File: src/rtl/lattice_vector_serializer_pkg.sv
// Shared lattice types: sample width, FSM states, lane index width.
// Imported by the delay stage and the vector serializer.
package lattice_pkg;

  localparam int DEF_REG_WIDTH = 16;
  localparam int DEF_VECTOR    = 2;

  typedef logic [DEF_REG_WIDTH-1:0] sample_t;

  typedef enum logic {
    IDLE,
    SEND
  } state_t;

  function automatic int lane_w(input int v);
    return (v > 1) ? $clog2(v) : 1;
  endfunction

endpackage

File: src/rtl/lattice_vector_serializer_if.sv
// Vector-in / sample-out handshake bundle for the serializer.
// master: producer+consumer side, slave: serializer side.
interface lattice_vector_serializer_if
  import lattice_pkg::*;
#(
  parameter int REG_WIDTH = DEF_REG_WIDTH,
  parameter int VECTOR    = DEF_VECTOR
);

  localparam int LANE_W = lane_w(VECTOR);

  logic                 in_valid;
  logic                 in_ready;
  logic [REG_WIDTH-1:0] a_in [VECTOR];
  logic [REG_WIDTH-1:0] b_in [VECTOR];

  logic                 out_valid;
  logic                 out_ready;
  logic [REG_WIDTH-1:0] a_out;
  logic [REG_WIDTH-1:0] b_out;
  logic [LANE_W-1:0]    out_lane;
  logic                 out_last;

  modport master (
    output in_valid, a_in, b_in, out_ready,
    input  in_ready, out_valid, a_out, b_out,
    input  out_lane, out_last
  );

  modport slave (
    input  in_valid, a_in, b_in, out_ready,
    output in_ready, out_valid, a_out, b_out,
    output out_lane, out_last
  );

endinterface

File: src/rtl/lattice_vector_serializer.sv
// Serializes a VECTOR-wide a/b pair into one lane per beat.
// Reloads on the last beat so vectors stream without bubbles.
module lattice_vector_serializer
  import lattice_pkg::*;
#(
  parameter int REG_WIDTH = DEF_REG_WIDTH,
  parameter int VECTOR    = DEF_VECTOR
) (
  input logic                       clk,
  input logic                       rst_n,
  lattice_vector_serializer_if.slave bus
);

  localparam int LANE_W = lane_w(VECTOR);
  localparam logic [LANE_W-1:0] LAST_LANE =
    LANE_W'(VECTOR - 1);

  state_t               r_state;
  logic [LANE_W-1:0]    r_lane;
  logic [REG_WIDTH-1:0] r_a_buf [VECTOR];
  logic [REG_WIDTH-1:0] r_b_buf [VECTOR];

  logic w_send;
  logic w_is_last;
  logic w_fire;

  assign w_send    = (r_state == SEND);
  assign w_is_last = (r_lane == LAST_LANE);
  assign w_fire    = w_send & bus.out_ready;

  assign bus.out_valid = w_send;
  assign bus.out_last  = w_send & w_is_last;
  assign bus.out_lane  = r_lane;
  assign bus.a_out     = r_a_buf[r_lane];
  assign bus.b_out     = r_b_buf[r_lane];

  // out_ready -> in_ready is combinational so the
  // next vector loads on the last beat with no bubble.
  assign bus.in_ready = (r_state == IDLE) |
                        (bus.out_last & bus.out_ready);

  // Lane counter, buffer capture and IDLE/SEND control.
  always_ff @(posedge clk) begin
    if (!rst_n) begin
      r_state <= IDLE;
      r_lane  <= '0;
      for (int i = 0; i < VECTOR; i++) begin
        r_a_buf[i] <= '0;
        r_b_buf[i] <= '0;
      end
    end else begin
      unique case (r_state)
        IDLE: begin
          if (bus.in_valid) begin
            r_a_buf <= bus.a_in;
            r_b_buf <= bus.b_in;
            r_lane  <= '0;
            r_state <= SEND;
          end
        end
        SEND: begin
          if (w_fire) begin
            if (w_is_last) begin
              r_lane <= '0;
              if (bus.in_valid) begin
                r_a_buf <= bus.a_in;
                r_b_buf <= bus.b_in;
              end else begin
                r_state <= IDLE;
              end
            end else begin
              r_lane <= r_lane + LANE_W'(1);
            end
          end
        end
        default: r_state <= IDLE;
      endcase
    end
  end

endmodule
File: src/flat_wrapper.sv
// flat-port wrapper written by rule: the top's interface ports become plain ports
module lattice_vector_serializer_flat import lattice_pkg::*;
#(
  parameter int REG_WIDTH = DEF_REG_WIDTH,
  parameter int VECTOR    = DEF_VECTOR
)
  (clk, rst_n, bus_in_valid, bus_a_in, bus_b_in, bus_out_ready, bus_in_ready, bus_out_valid, bus_a_out, bus_b_out, bus_out_lane, bus_out_last);
  lattice_vector_serializer_if #(.REG_WIDTH(REG_WIDTH), .VECTOR(VECTOR)) bus_i ();
  input logic clk;
  input logic rst_n;
  input wire logic [$bits(bus_i.in_valid)-1:0] bus_in_valid;
  input wire logic [$bits(bus_i.a_in)-1:0] bus_a_in;
  input wire logic [$bits(bus_i.b_in)-1:0] bus_b_in;
  input wire logic [$bits(bus_i.out_ready)-1:0] bus_out_ready;
  output wire logic [$bits(bus_i.in_ready)-1:0] bus_in_ready;
  output wire logic [$bits(bus_i.out_valid)-1:0] bus_out_valid;
  output wire logic [$bits(bus_i.a_out)-1:0] bus_a_out;
  output wire logic [$bits(bus_i.b_out)-1:0] bus_b_out;
  output wire logic [$bits(bus_i.out_lane)-1:0] bus_out_lane;
  output wire logic [$bits(bus_i.out_last)-1:0] bus_out_last;
  assign bus_i.in_valid = bus_in_valid;
  assign bus_i.a_in = {>>{bus_a_in}};
  assign bus_i.b_in = {>>{bus_b_in}};
  assign bus_i.out_ready = bus_out_ready;
  assign bus_in_ready = bus_i.in_ready;
  assign bus_out_valid = bus_i.out_valid;
  assign bus_a_out = bus_i.a_out;
  assign bus_b_out = bus_i.b_out;
  assign bus_out_lane = bus_i.out_lane;
  assign bus_out_last = bus_i.out_last;
  lattice_vector_serializer #(.REG_WIDTH(REG_WIDTH), .VECTOR(VECTOR)) u_core (.clk(clk), .rst_n(rst_n), .bus(bus_i));
endmodule
File: config.mk
export PLATFORM = sky130hd
export DESIGN_NAME = lattice_vector_serializer_flat
export DESIGN_NICKNAME = d
export VERILOG_FILES = /design/src/rtl/lattice_vector_serializer_pkg.sv /design/src/rtl/lattice_vector_serializer_if.sv /design/src/rtl/lattice_vector_serializer.sv /design/src/flat_wrapper.sv
export SDC_FILE = /design/constraint.sdc
export NUM_CORES = 1
export LEC_CHECK = 0
export ABC_AREA = 1
export ABC_CLOCK_PERIOD_IN_PS = 2500
export BUFFER_PORTS_ARGS = -buffer_cell sky130_fd_sc_hd__clkbuf_2
export CORE_MARGIN = 10
export CORE_UTILIZATION = 45
export DETAILED_ROUTE_END_ITERATION = 8
export GPL_TIMING_DRIVEN = 0
export PLACE_DENSITY = 0.71
export SLEW_MARGIN = 20
export SYNTH_ARGS = -nofsm -noshare
export SYNTH_HDL_FRONTEND = slang
export SYNTH_SLANG_ARGS = --single-unit
File: constraint.sdc
create_clock -name clk -period 2.5 [get_ports clk]
set_clock_uncertainty 0.2 [all_clocks]
set_input_delay 0.375 -clock clk [delete_from_list [all_inputs] [get_ports clk]]
set_output_delay 0.375 -clock clk [all_outputs]
set_load 0.01 [all_outputs]
# Word-level counts from Yosys, hierarchy flattened

Index checks and enable logic that the tools add are counted.

Register bits: 66
Word-level logic and storage cells: 41

$add $sub $neg: 1
Magnitude comparators: 1
Equality and inequality tests: 3
Muxes and demuxes: 22
Bitwise logic cells: 6
Reductions and logical operators: 2

Operators by type and width:

| cell                | number |
|---|---|
| $mux 32             | 6 |
| $pmux 32 s2         | 2 |
| $mux 16             | 6 |
| $mux 1              | 6 |
| $ne 2x2->1 const B  | 3 |
| $pmux 1 s2          | 2 |
| $reduce_and 2->1    | 2 |
| $and 1x1->1         | 3 |
| $ge 2x2->1 const B  | 1 |
| $not 1->2           | 1 |
| $add 1x1->1 const B | 1 |
| $not 1->1           | 1 |
| $or 1x1->1          | 1 |

# Logic depth before layout (Yosys ltp)

Word-level depth: 4
Gate-level depth with buffers: 7
Gate-level depth less buffers: 6

# Worst setup path after synthesis

OpenSTA, ideal clock, no wires.

Path kind: register to output
Start point: register u_core.r_lane (netlist: u_core.bus.out_lane)
End point: output port bus_a_out[12]
Arrival time: 1060 ps
Data required time: 1925 ps
Slack: 865 ps
Cell stages (with the launch flop): 5
Cell sequence: dfxtp_1 > clkbuf_1 > buf_2 > nand2_1 > o21ai_0

Cells in the longest elaborated chain, start to end: 4

Ends and longest elaborated chain:

| item                                       | RTL line                        | RTL |
|---|---|---|
| start, declared                            | lattice_vector_serializer.sv:19 | `logic [LANE_W-1:0] r_lane;` |
| start signal, assigned                     | lattice_vector_serializer.sv:72 | `r_lane <= r_lane + LANE_W'(1);` |
| $not 1->2 (not written as such)            | lattice_vector_serializer.sv:34 | `assign bus.a_out = r_a_buf[r_lane];` |
| $mux 16 (not written as such) (3 in a row) | lattice_vector_serializer.sv:34 |  |
| end, declared                              | flat_wrapper.sv:17              | `output wire logic [$bits(bus_i.a_out)-1:0] bus_a_out;` |

Every way passes these cells. The select of a mux whose other input is x is not followed.

# Worst setup path after layout

Start point: register u_core.r_lane (netlist: u_core.bus.out_lane)
End point: output port bus_a_out[13]

Same word-level chain as after synthesis.

==> metrics.md <==
| Metric | Value |
|---|---|
| Total core area | approximately 8000 sq um |
| R2r startpoint | u_core.bus.out_valid |
| Vias in the first global route | 3877 |
| Crit. path cell count | 5 |
| Wirelength per Cell | 12.4 um |
| Crit-path max FO | 10 |
| DRC Markers | 0 |
| Post-CTS setup repair buffer count | 0 |
| Setup CP Type | reg -> out |
| Syn Area/Cell | 5.94 sq um |
| Synth area leader | dfxtp_1 |
| Worst hold path depth | 3 |
| CP required | 1920 ps |
| First DRT Iteration DRCs | 184 |
| Starting Density | about 46% |
| Gate Count Post-Synth | ~630 |
| Die Y | 111 um |
| Final Core Density | about 56% |
| Slew Limit Headroom | 63.6% |
| Worst-path cell chain | clkbuf_2 > buf_2 > nand2_1 > o21ai_0 > clkbuf_2 |
| Area Growth Syn to Fin | 22.5% |
| CP bufs+invs | 3 |
| Num Clock Sinks | 66 |
| Min-delay src | bus_out_ready |
| GPL Wtd Cong | 0.838 |
| CP startpoint | u_core.bus.out_lane |
| Worst hold slack | 132 ps |
| CTS Buf Count | 9 |
| Die area | 12400 sq um |
| Crit. End Element | output pin |
| Synth top area share | 35.1% |
| Synth top cells by count | inv_1, nand2_1, dfxtp_1 |
| Detailed placement HPWL | 7.92 mm |
| Design Area, Final | about 4600 sq um |
| Fin crit share | 90.5% |
| Static Leakage | 2.82 nW |
| Slew @ Worst Pin | ~550 ps |
| Final Max Slew Viols | 0 |
| Hold buffer count at cts | 0 |
| Post-synth EDFFs | 0 |
| Port Buffers | just over 100 |
| Post-Syn Area | around 3800 sq um |
| CTS tree | yes |
| Number of vias per cell | 4.56 |
| Final wirelength | 10.6 mm |
| Antenna violations before repair | 0 |
| Post-synth ARST share | 0% |
| Fmax achieved | roughly 440 MHz |
| Crit path arrival time | 1690 ps |
| First-pass GRT wire length | 17.8 mm |
| GR Util All Layers | 16.8% |
| Final #Nets | 815 |
| Root Buffer Master | clkbuf_8 |
| Synth area leaders | dfxtp_1, inv_1, nand2_1 |
| Pwr Density | 598 nW/um^2 |
| Period minus WS final | ~2300 ps |
| Buffer depth of the longest clock path | 2 |
| CP max stage cell | dfxtp_1 |
| Crit path max-delay family | buffers and inverters |
| Worst min path class | in -> reg |
| Clk Latency, worst-skew pair | 340 ps |
| Layout fillers | 837 |
| Top cell by count, worst path | clkbuf_2 |
| VDD IR max | between 0.2 and 0.3 mV |
| Final ANT Viol Nets | 0 |
| Yosys Warn Count | 0 |
| R2R depth | 5 |
| Reg clk slew, reported paths | roughly 70 ps |
| Final hold vios | 0 |
| Total placed instance area | 4410 sq um |
| Share of cells above drive strength 1 | 20.6% |
| Ant. Diodes | 0 |
| Cell with the most instances after synthesis | inv_1 |
| Site Rows | 33 |
| Status | completed |
| Largest net degree at the start of global routing | 12 |
| FF+latch count, synth | between 60 and 70 |
| RSZ-0062 raised after global routing | false |
| CP startpoint kind | flop |
| Reg2Reg Setup Slack | a little under 1000 ps |
| Max Cap Viol | 0 |
| Total grt overflow | 0 |
| Number of I/O pins | roughly 100 |
| Die Wd | between 100 and 150 um |
| Setup TNS Final | 0 ps |
| Htree depth | 3 |
| Pwr Total | about 2.8 mW |
| Post-Syn Nets | 702 |
| Main synth FF type | dfxtp_1 |
| Register area share after synthesis | 35.1% |
| Final setup fails | 0 |
| Critical Path Max Stage Delay | 400 ps |
| Yosys cell types | 16 |
| Vias | 3911 |
| TritonRoute pass-1 iters | 4 |
==> power by group <==
part,switching (mW),internal (mW),total (mW)
Combinational,0.391,0.245,0.636
Sequential,0.0372,1.14,1.18
Clock,0.432,0.510,0.942
Total,0.860,1.90,2.76
==> path summary, 6_finish.rpt <==
| kind | to |
|---|---|
| max | bus_a_out[13] |
| min | u_core.bus.out_lane |
| max reg2reg | u_core.r_a_buf[26] |
| min reg2reg | u_core.r_b_buf[0] |
==> stage by stage <==
stage / setup WS (ps) / cells
final: 237 / 857
after global routing: 118 / 857
after CTS: 88.3 / 857
after detailed placement: 525 / 841
after global placement: 523 / 841
after floorplan: 865 / 634
==> cell type report <==
class	count	area, sq um	area share (%)
Buffer	41	240	5.21
Clock buffer	11	151	3.28
Inverter	197	739	16.0
Tap cell	105	131	2.85
Sequential cell	66	1320	28.6
Multi-Input combinational cell	330	1470	31.8
Clock inverter	5	52.6	1.14
Timing Repair Buffer	102	510	11.1
==> worst reg2reg max path, cell delays in order (launching register included) <==
cell	delay, ps
dfxtp_1	380
nand2_2	140
clkbuf_1	370
nand4_1	180
nand2_1	100
nor2_1	40
==> kinds of logic after synthesis <==
| family | synth area share [%] |
|---|---|
| compound gates | 4.72 |
| buf+inv | 26.0 |
| flops | 35.1 |
| simple gates | 34.2 |
==> state kept, by name, indices dropped and copies added, names as in the netlist <==
register,flops
u_core.r_a_buf,32
u_core.r_b_buf,32
u_core.bus.out_lane,1
u_core.bus.out_valid,1
==> layer usage <==
layer / track usage [%] / share of wire (%) / up-vias
met5: 0 / 0 / -
met1: 19.7 / 43 / 1727
met4: 4.46 / 0.83 / 0
li1: - / - / 2065
met3: 6.17 / 8.0 / 10
met2: 28.4 / 48 / 109
==> what timing repair did <==
action / CTS / global route
gates resized for setup: 0 / 2
endpoints found under the setup margin: 0 / 7
endpoints found under the hold margin: 0 / 0
==> cell usage in the layout (no fill, tap or decap), drive strengths merged <==
cell type / netlist / routed
o21ai: 34 / 34
clkinv: 0 / 3
buf: 33 / 33
inv: 197 / 197
nand3: 2 / 2
nand2: 165 / 165
a21boi: 1 / 1
bufinv: 0 / 1
dfxtp: 66 / 66
clkbuf: 8 / 121
clkinvlp: 0 / 1
nor2: 64 / 64
nand4: 64 / 64
No activity file was read; power rests on OpenSTA's default activity.
